## src/rtl/mod_deser_block_if.sv

```systemverilog
// Handshake bundle for the serial-to-parallel block assembler.
// Source/sink side is master, the assembler itself is slave.
interface mod_deser_block_if #(
  parameter int ELEM_W = 8,
  parameter int ELEMS  = 16
);
  localparam int CW = $clog2(ELEMS + 1);

  logic                    in_valid;
  logic                    in_ready;
  logic [ELEM_W-1:0]       in_data;
  logic                    flush;
  logic                    out_valid;
  logic                    out_ready;
  logic [ELEMS*ELEM_W-1:0] out_data;
  logic [CW-1:0]           out_count;
  logic                    flush_pend;

  modport master (
    output in_valid, in_data, flush, out_ready,
    input  in_ready, out_valid, out_data, out_count, flush_pend
  );

  modport slave (
    input  in_valid, in_data, flush, out_ready,
    output in_ready, out_valid, out_data, out_count, flush_pend
  );
endinterface

```

## src/rtl/mod_deser_block.sv

```systemverilog
// Collects ELEMS elements into one block behind a valid/ready
// output register, with zero-padded flush of partial blocks.
module mod_deser_block #(
  parameter int ELEM_W    = 8,
  parameter int ELEMS     = 16,
  parameter bit MSB_FIRST = 1'b1
) (
  input logic              clk,
  input logic              reset,
  mod_deser_block_if.slave bus
);
  localparam int BW = ELEMS * ELEM_W;
  localparam int CW = $clog2(ELEMS + 1);
  localparam int NW = $clog2(ELEMS);

  logic [NW-1:0]     cnt_q, cnt_d;
  logic [ELEM_W-1:0] aux_q [ELEMS];
  logic [ELEM_W-1:0] aux_d [ELEMS];
  logic [BW-1:0]     data_q, data_d;
  logic [CW-1:0]     count_q, count_d;
  logic              valid_q, valid_d;
  logic              pend_q, pend_d;

  logic              slot_free;
  logic              last;
  logic              in_rdy;
  logic              acc;
  logic              fl_req;
  logic              svc;
  logic              load;
  logic [CW-1:0]     n;
  logic [BW-1:0]     blk;
  logic [ELEM_W-1:0] elem;

  // Only the completing element, or any element behind a pending
  // flush, has to wait for the output slot.
  assign slot_free = !valid_q || bus.out_ready;
  assign last      = (cnt_q == NW'(ELEMS - 1));
  assign in_rdy    = !(last || pend_q) || slot_free;
  assign acc       = bus.in_valid && in_rdy;
  assign fl_req    = pend_q || bus.flush;
  assign svc       = fl_req && slot_free;
  assign n         = CW'(cnt_q) + CW'(acc);
  assign load      = (acc && last) || (svc && (n != '0));

  // Candidate block: stored elements plus the one arriving now.
  // Slots at or above cnt are always zero, which gives the padding.
  always_comb begin
    blk  = '0;
    elem = '0;
    for (int k = 0; k < ELEMS; k++) begin
      elem = aux_q[k];
      if (acc && (k == int'(cnt_q)))
        elem = bus.in_data;
      if (MSB_FIRST)
        blk[(ELEMS-1-k)*ELEM_W +: ELEM_W] = elem;
      else
        blk[k*ELEM_W +: ELEM_W] = elem;
    end
  end

  // Next state: a load wins over a drain so no bubble appears.
  always_comb begin
    cnt_d   = cnt_q;
    aux_d   = aux_q;
    data_d  = data_q;
    count_d = count_q;
    valid_d = valid_q;
    pend_d  = fl_req && !svc;
    if (valid_q && bus.out_ready)
      valid_d = 1'b0;
    if (load) begin
      data_d  = blk;
      count_d = n;
      valid_d = 1'b1;
      cnt_d   = '0;
      for (int k = 0; k < ELEMS; k++)
        aux_d[k] = '0;
    end else if (acc) begin
      aux_d[cnt_q] = bus.in_data;
      cnt_d        = cnt_q + NW'(1);
    end
  end

  // State registers, cleared asynchronously.
  always_ff @(posedge clk or posedge reset) begin
    if (reset) begin
      cnt_q   <= '0;
      data_q  <= '0;
      count_q <= '0;
      valid_q <= 1'b0;
      pend_q  <= 1'b0;
      for (int k = 0; k < ELEMS; k++)
        aux_q[k] <= '0;
    end else begin
      cnt_q   <= cnt_d;
      aux_q   <= aux_d;
      data_q  <= data_d;
      count_q <= count_d;
      valid_q <= valid_d;
      pend_q  <= pend_d;
    end
  end

  assign bus.in_ready   = in_rdy;
  assign bus.out_valid  = valid_q;
  assign bus.out_data   = data_q;
  assign bus.out_count  = count_q;
  assign bus.flush_pend = pend_q;

endmodule
```

## src/flat_wrapper.sv

```systemverilog
// flat-port wrapper written by rule: the top's interface ports become plain ports
module mod_deser_block_flat 
#(
  parameter int ELEM_W    = 8,
  parameter int ELEMS     = 16,
  parameter bit MSB_FIRST = 1'b1
)
  (clk, reset, bus_in_valid, bus_in_data, bus_flush, bus_out_ready, bus_in_ready, bus_out_valid, bus_out_data, bus_out_count, bus_flush_pend);
  mod_deser_block_if #(.ELEM_W(ELEM_W), .ELEMS(ELEMS)) bus_i ();
  input logic clk;
  input logic reset;
  input wire logic [$bits(bus_i.in_valid)-1:0] bus_in_valid;
  input wire logic [$bits(bus_i.in_data)-1:0] bus_in_data;
  input wire logic [$bits(bus_i.flush)-1:0] bus_flush;
  input wire logic [$bits(bus_i.out_ready)-1:0] bus_out_ready;
  output wire logic [$bits(bus_i.in_ready)-1:0] bus_in_ready;
  output wire logic [$bits(bus_i.out_valid)-1:0] bus_out_valid;
  output wire logic [$bits(bus_i.out_data)-1:0] bus_out_data;
  output wire logic [$bits(bus_i.out_count)-1:0] bus_out_count;
  output wire logic [$bits(bus_i.flush_pend)-1:0] bus_flush_pend;
  assign bus_i.in_valid = bus_in_valid;
  assign bus_i.in_data = bus_in_data;
  assign bus_i.flush = bus_flush;
  assign bus_i.out_ready = bus_out_ready;
  assign bus_in_ready = bus_i.in_ready;
  assign bus_out_valid = bus_i.out_valid;
  assign bus_out_data = bus_i.out_data;
  assign bus_out_count = bus_i.out_count;
  assign bus_flush_pend = bus_i.flush_pend;
  mod_deser_block #(.ELEM_W(ELEM_W), .ELEMS(ELEMS), .MSB_FIRST(MSB_FIRST)) u_core (.clk(clk), .reset(reset), .bus(bus_i));
endmodule
```

## config.mk

```make
export PLATFORM = sky130hd
export DESIGN_NAME = mod_deser_block_flat
export DESIGN_NICKNAME = d
export VERILOG_FILES = /design/src/rtl/mod_deser_block_if.sv /design/src/rtl/mod_deser_block.sv /design/src/flat_wrapper.sv
export SDC_FILE = /design/constraint.sdc
export NUM_CORES = 1
export LEC_CHECK = 0
export BUFFER_PORTS_ARGS = -buffer_cell sky130_fd_sc_hd__buf_2
export CORE_UTILIZATION = 55
export DETAILED_ROUTE_END_ITERATION = 16
export PLACE_DENSITY = 0.76
export SYNTH_ARGS = -nofsm -noshare
export SYNTH_HDL_FRONTEND = slang
export SYNTH_SLANG_ARGS = --single-unit
export TNS_END_PERCENT = 100
```

## constraint.sdc

```tcl
create_clock -name clk -period 18.18 [get_ports clk]
set_clock_uncertainty 0.1 [all_clocks]
set_input_delay 1.818 -clock clk [delete_from_list [all_inputs] [get_ports clk]]
set_output_delay 1.818 -clock clk [all_outputs]
set_load 0.03 [all_outputs]
```

==> reports/metrics.cfg, run 1 <==
[setup_path]
regToRegEndpoint=u_core.aux_q[28]
timing.critical_path.from_type=input pin
crit_arrival_ns=5.81
kind_of_critical_path=input pin to register
path_max_fanout=206
critical_path_required_ns=18.44
endpoint_kind=register
setup.reg_to_reg.worst_slack_ns=13.30
r2r_start=u_core.cnt_q[2]
r2r.worst_path.cells=10

[clock_network]
cts_setup_buffers=0
numClockSinks=267
ctsHtreeMaxLevel=1
clk_path_buf_depth=3
cts_tree=yes
postCtsHoldBufs=0
clock_tree.root_cell=sky130_fd_sc_hd__clkbuf_16
cts_inserted_buffers=27
post_cts_resize_count=0
clk_latency_ns=0.52
clk_pin_slew_ns=0.06

[pwr]
power.total_uw=2550
seqPwrFrac_pct=35.1
power.leakage_uw=0.00603
irDropWorstVdd_mv=0.136
power.share.clock_pct=20.9
power_density_mw_per_mm2=193
cell_internal_pwr_uw=1440
netSwitchingFraction_pct=43.5
switching_power_uw=1110
power.combinational.fraction_pct=44.0

[synth]
post_synth_main_area_contributors=sky130_fd_sc_hd__dfrtp_1, sky130_fd_sc_hd__mux2i_1, sky130_fd_sc_hd__a21oi_2
synth.mux.area_fraction_pct=10.5
synth_top_cell_area_share_pct=57.3
yosys.cell_types.count=43
synthArstFlopShare_pct=100
most_frequent_cell_after_synthesis=sky130_fd_sc_hd__dfrtp_1
synth_largest_area_cell=sky130_fd_sc_hd__dfrtp_1
mappedNetlistArea_mm2=0.0117
synth_top_family_by_area=simple AND/OR/NAND/NOR gates
yosys_warnings=0
syn-mean-instance-area_um2=11.9
synth-compound-area-share_pct=12.1
synthesis.instances=982
syn_nets=1001
synth_simple_gate_area_share_pct=13.7
yosys_most_used_dff=sky130_fd_sc_hd__dfrtp_1
synth_adder_area_share_pct=0.643
synth-seq-cells=267
number_of_flops_mapped_to_enable_cells_by_yosys=0
netlist_top_cells_count=sky130_fd_sc_hd__dfrtp_1, sky130_fd_sc_hd__nor2_1, sky130_fd_sc_hd__a21oi_2, sky130_fd_sc_hd__mux2i_1, sky130_fd_sc_hd__nor4_1
part_of_the_yosys_area_used_for_sequential_elements_pct=57.3
post_synth_xor_area_fraction_pct=0.300

[cells_and_area]
instances_no_fill=1367
antenna-diode-count=0
drive_gt1_share_pct=31.4
nets=1096
signed_area_change_from_the_synthesized_netlist_to_the_final_layout_pct=13.1
stdcell_area_mm2=0.0132
fill_cells=1644

[sta]
max_slew.worst_pin.slew_ns=1.22
final.hold.worst_slack_ns=0.402
minimum_clock_period_after_layout_ns=5.56
timing.final.hold_violations=0
final.period_utilization_pct=30.6
slew_headroom_pct=18.2
setup_violations=0
timing_max_transition_violations_final=0
finalSetupTns_ns=0
rsz0062_at_grt=false
fmax_mhz=180

[floorplan]
initial_core_util_pct=56.9
die_y_um=148
design.core.area_mm2=0.0205
fp-row-count=52
floorplan_die_width_um=148
overall_die_area_mm2=0.0218
io-pin-count=149

[detailed_routing]
drt-wirelength-per-cell_um=19.6
detail_route.iter0.violations=573
viasPerCell=5.84
route.vias.total=7982
drt_first_pass_iters=5
wl_um=26800
remaining_drc_errors=0
antenna_violating_nets_post_route=0

[global_route]
grt_first_pass_wirelength_um=42700
globalRouteTotalUtil_pct=24.9
maximum_number_of_pins_on_one_net_before_global_route_repair=207
antenna_violations_before_repair=0
remaining_overflow_grt=0
grt_pass1_vias=7636

[worst_hold_path]
timing.hold.worst_path_depth=2
end_of_the_worst_hold_path=u_core.aux_q[3]
worst_min_path_start=u_core.aux_q[3]
holdCritPathClass=register to register

[placed_design]
numPortBuffers=148
cell_count_after_placement=1318
place_hpwl_um=15500
dpl_cell_area_mm2=0.0123
gp_routability_congestion=0.881

[run]
maxCapViolations=0

[status]
status=completed

==> state kept, by name, indices dropped and copies added, names as in the netlist <==
| name | count |
|---|---|
| u_core.bus.flush_pend | 1 |
| u_core.aux_q | 128 |
| u_core.bus.out_count | 5 |
| u_core.cnt_q | 4 |
| u_core.bus.out_data | 128 |
| u_core.bus.out_valid | 1 |
==> worst max-delay path by stage <==
stage                                to  slack (ns)  depth (start not counted)     startpoint
2_1_floorplan           u_core.aux_q[0]        8.91                          1          reset
3_3_place_gp   u_core.bus.out_data[126]       12.39                         11  bus_out_ready
3_5_place_dp   u_core.bus.out_data[126]       12.23                         11  bus_out_ready
4_1_cts        u_core.bus.out_data[126]       12.76                         11  bus_out_ready
5_1_grt                u_core.aux_q[34]       12.41                         11  bus_out_ready
6_report               u_core.aux_q[28]       12.62                         11  bus_out_ready
==> layout make-up <==
type	instances	area (µm²)	share of cell area [%]
clock buffers	41	788	5.97
repair buffers	163	866	6.56
well taps	270	338	2.56
clock inverters	8	65.1	0.493
flip-flops and latches	267	6680	50.6
inverters	14	60.1	0.455
multi-input cells	604	4400	33.4
==> cell families (layout without fill, tap and decap cells) <==
logic type / count (synthesis) / in the layout
and+or+nand+nor: 301 / 301
AOI/OAI and AO/OA: 171 / 171
adders and majority gates: 6 / 6
DFF: 267 / 267
xor gates and xnor gates: 4 / 4
buffers and inverters: 111 / 226
muxes: 122 / 122
==> critical path, cell delays in order <==
cell	delay (ns)
sky130_fd_sc_hd__buf_2	0.11
sky130_fd_sc_hd__nand2b_1	0.37
sky130_fd_sc_hd__o21ai_0	0.49
sky130_fd_sc_hd__inv_1	0.12
sky130_fd_sc_hd__ha_1	0.26
sky130_fd_sc_hd__ha_1	0.26
sky130_fd_sc_hd__and2_1	0.22
sky130_fd_sc_hd__a2111oi_4	0.32
sky130_fd_sc_hd__or3_4	0.66
sky130_fd_sc_hd__buf_12	0.74
sky130_fd_sc_hd__nor2_1	0.13
==> power groups by stage <==
| stage | Clock (µW) | Sequential (µW) | Combinational (µW) |
|---|---|---|---|
| floorplan | 0 | 1160 | 643 |
| global placement | 0 | 899 | 1110 |
| detailed placement | 0 | 902 | 1130 |
| CTS | 543 | 894 | 1130 |
| global route | 565 | 912 | 1210 |
| finish | 534 | 894 | 1120 |
==> metal layers <==
layer	GRT usage, %	up-vias	part of all wire (%)
met1	37.3	4023	45
met2	39.8	228	48
met3	2.72	32	4.9
li1	-	3699	-
met5	0	-	0
met4	4.90	0	1.5
==> metrics by stage <==
stage	utilization, %	worst slack, ns
after detailed placement	60.3	12.23
after global routing	64.4	12.41
after CTS	64.4	12.76
final	64.4	12.62
after global placement	60.3	12.39
after floorplan	-	8.91
==> layout by cell type, fill, tap and decap left out, drive strengths merged, types with 2 or more instances in the layout <==
cell type	count
o211ai	9
nor2	143
nor4b	4
nand2	6
o2111ai	3
o31ai	3
nor4	124
dfrtp	267
xor2	2
and2	2
nor3b	5
mux2	2
clkinv	7
nand3	2
or3	2
xnor2	2
ha	6
and3	2
a21boi	8
nor3	3
clkbuf	41
a21oi	123
mux2i	120
inv	14
buf	163
nand2b	3
a31oi	18
o21ai	4
No activity file was read; power rests on OpenSTA's default activity.
==> inputs of run 2 (changes only) <==
Clock period 18.18 ns to 5.8 ns, I/O delays scaled along.
==> reports/metrics.cfg, run 2 (same netlist as run 1, synthesis figures left out) <==
[detailed_routing]
detail_route.iter0.violations=576  ; +0.52%
remaining_drc_errors=0  ; unchanged
route.vias.total=8141  ; +2.0%
antenna_violating_nets_post_route=0  ; unchanged
drt_first_pass_iters=5  ; unchanged
viasPerCell=5.93  ; +1.6%
drt-wirelength-per-cell_um=20.0  ; +2.0%
wl_um=27400  ; +2.3%

[setup_path]
cp_cell_sequence=a31oi_1 -> o21ai_0 -> inv_1 -> ha_1 -> ha_1 -> and2_1 -> a2111oi_4 -> or3_4 -> buf_4 -> nor2_1
timing.critical_path.from_type=register
timing.critical_path.buf_inv=2  ; -1
crit_arrival_ns=5.03  ; -0.78 ns
critical_path.slowest_cell=sky130_fd_sc_hd__dfrtp_1
timing.critical_path.max_delay_family=simple AND/OR/NAND/NOR gates
path_max_fanout=81  ; -61%
critical_path_required_ns=6.07  ; -12.37 ns
kind_of_critical_path=register to register
critPathMaxStageDelay_ns=0.89  ; +0.15 ns
setup.reg_to_reg.worst_slack_ns=1.04  ; -12.26 ns
endpoint_kind=register
worst_path_most_repeated_cell=sky130_fd_sc_hd__ha_1

[sta]
finalSetupTns_ns=0  ; unchanged
timing_max_transition_violations_final=0  ; unchanged
timing.final.hold_violations=0  ; unchanged
final.period_utilization_pct=82.1
final.hold.worst_slack_ns=0.0806  ; -0.321 ns
minimum_clock_period_after_layout_ns=4.76
max_slew.worst_pin.slew_ns=1.16  ; -0.0644 ns
fmax_mhz=210
slew_headroom_pct=22.6  ; +4.4 points
setup_violations=0  ; unchanged
rsz0062_at_grt=false

[placed_design]
cell_count_after_placement=1323  ; +0.38%
numPortBuffers=148  ; unchanged
place_hpwl_um=16000  ; +3.3%
dpl_cell_area_mm2=0.0124  ; +0.37%
gp_routability_congestion=0.839  ; -4.7%

[global_route]
globalRouteTotalUtil_pct=25.6  ; +0.69 points
maximum_number_of_pins_on_one_net_before_global_route_repair=119  ; -43%
antenna_violations_before_repair=0  ; unchanged
remaining_overflow_grt=0  ; unchanged
grt_pass1_vias=7883  ; +3.2%
grt_first_pass_wirelength_um=44000  ; +3.0%

[floorplan]
design.core.area_mm2=0.0205  ; unchanged
fp-row-count=52  ; unchanged
io-pin-count=149  ; unchanged
overall_die_area_mm2=0.0218  ; unchanged
floorplan_die_width_um=148  ; unchanged
initial_core_util_pct=56.9  ; unchanged
die_y_um=148  ; unchanged

[cells_and_area]
signed_area_change_from_the_synthesized_netlist_to_the_final_layout_pct=14.2
stdcell_area_mm2=0.0133  ; +0.94%
instances_no_fill=1372  ; +0.37%
layout_commonest_cell=sky130_fd_sc_hd__dfrtp_1
layout_common_cells=sky130_fd_sc_hd__dfrtp_1, sky130_fd_sc_hd__buf_2, sky130_fd_sc_hd__nor2_1
drive_gt1_share_pct=32.0  ; +0.67 points
antenna-diode-count=0  ; unchanged
nets=1101  ; +0.46%
fill_cells=1583  ; -3.7%

[clock_network]
cts_inserted_buffers=27  ; unchanged
numClockSinks=267  ; unchanged
clk_latency_ns=0.53  ; about the same
cts_setup_buffers=0  ; unchanged
ctsHtreeMaxLevel=1  ; unchanged
clk_path_buf_depth=3  ; unchanged
cts_tree=yes
clk_pin_slew_ns=0.06  ; about the same
postCtsHoldBufs=0  ; unchanged
clock_tree.root_cell=sky130_fd_sc_hd__clkbuf_16
post_cts_resize_count=0  ; unchanged

[run]
maxCapViolations=0  ; unchanged

[worst_hold_path]
holdCritPathClass=input pin to asynchronous set/reset pin

[status]
status=completed

[pwr]
irDropWorstVdd_mv=0.375  ; +180%
power_density_mw_per_mm2=612  ; +220%
power.total_uw=8160  ; +220%
power.leakage_uw=0.00608  ; +0.90%

==> run 2: through the flow <==
step	worst slack [ns]	util [%]
floorplan	1.59	-
global placement	1.31	60.5
detailed placement	1.07	60.5
CTS	1.07	65.0
global route	0.720	65.0
finish	1.04	65.0
==> run 2: where the power goes <==
group	switching, µW	internal (µW)
registers	360	2450
clock network	711	1090
logic	2450	1100
total	3520	4630
==> run 2: routing by layer <==
metal | global-route usage, % | up-vias | part of all wire (%) | routed length, µm
met5 | 0 | - | 0 | 0
met3 | 2.87 | 40 | 4.9 | 1360
li1 | - | 3703 | - | -
met1 | 37.4 | 4173 | 44 | 12200
met4 | 6.03 | 0 | 1.7 | 476
met2 | 41.5 | 225 | 49 | 13400
==> run 2: cell type report <==
cell class              instances  area [µm²]  share of cell area (%)
well taps                     270         338                    2.53
flip-flops and latches        267        6680                    50.1
repair buffers                168         916                    6.87
multi-input cells             604        4400                    33.0
clock buffers                  39         801                    6.01
inverters                      14        56.3                   0.422
clock inverters                10         130                   0.976
==> run 2: worst paths after layout <==
kind | cells past startpoint | end | start
setup / recovery | 10 | u_core.aux_q[117] | u_core.cnt_q[2]
hold / removal | 2 | u_core.bus.out_data[35] | reset
setup reg to reg | 10 | u_core.aux_q[117] | u_core.cnt_q[2]
hold reg to reg | 2 | u_core.aux_q[2] | u_core.aux_q[2]
max in group asynchronous | 3 | u_core.bus.out_data[70] | reset
min in group clk | 3 | u_core.bus.flush_pend | bus_flush
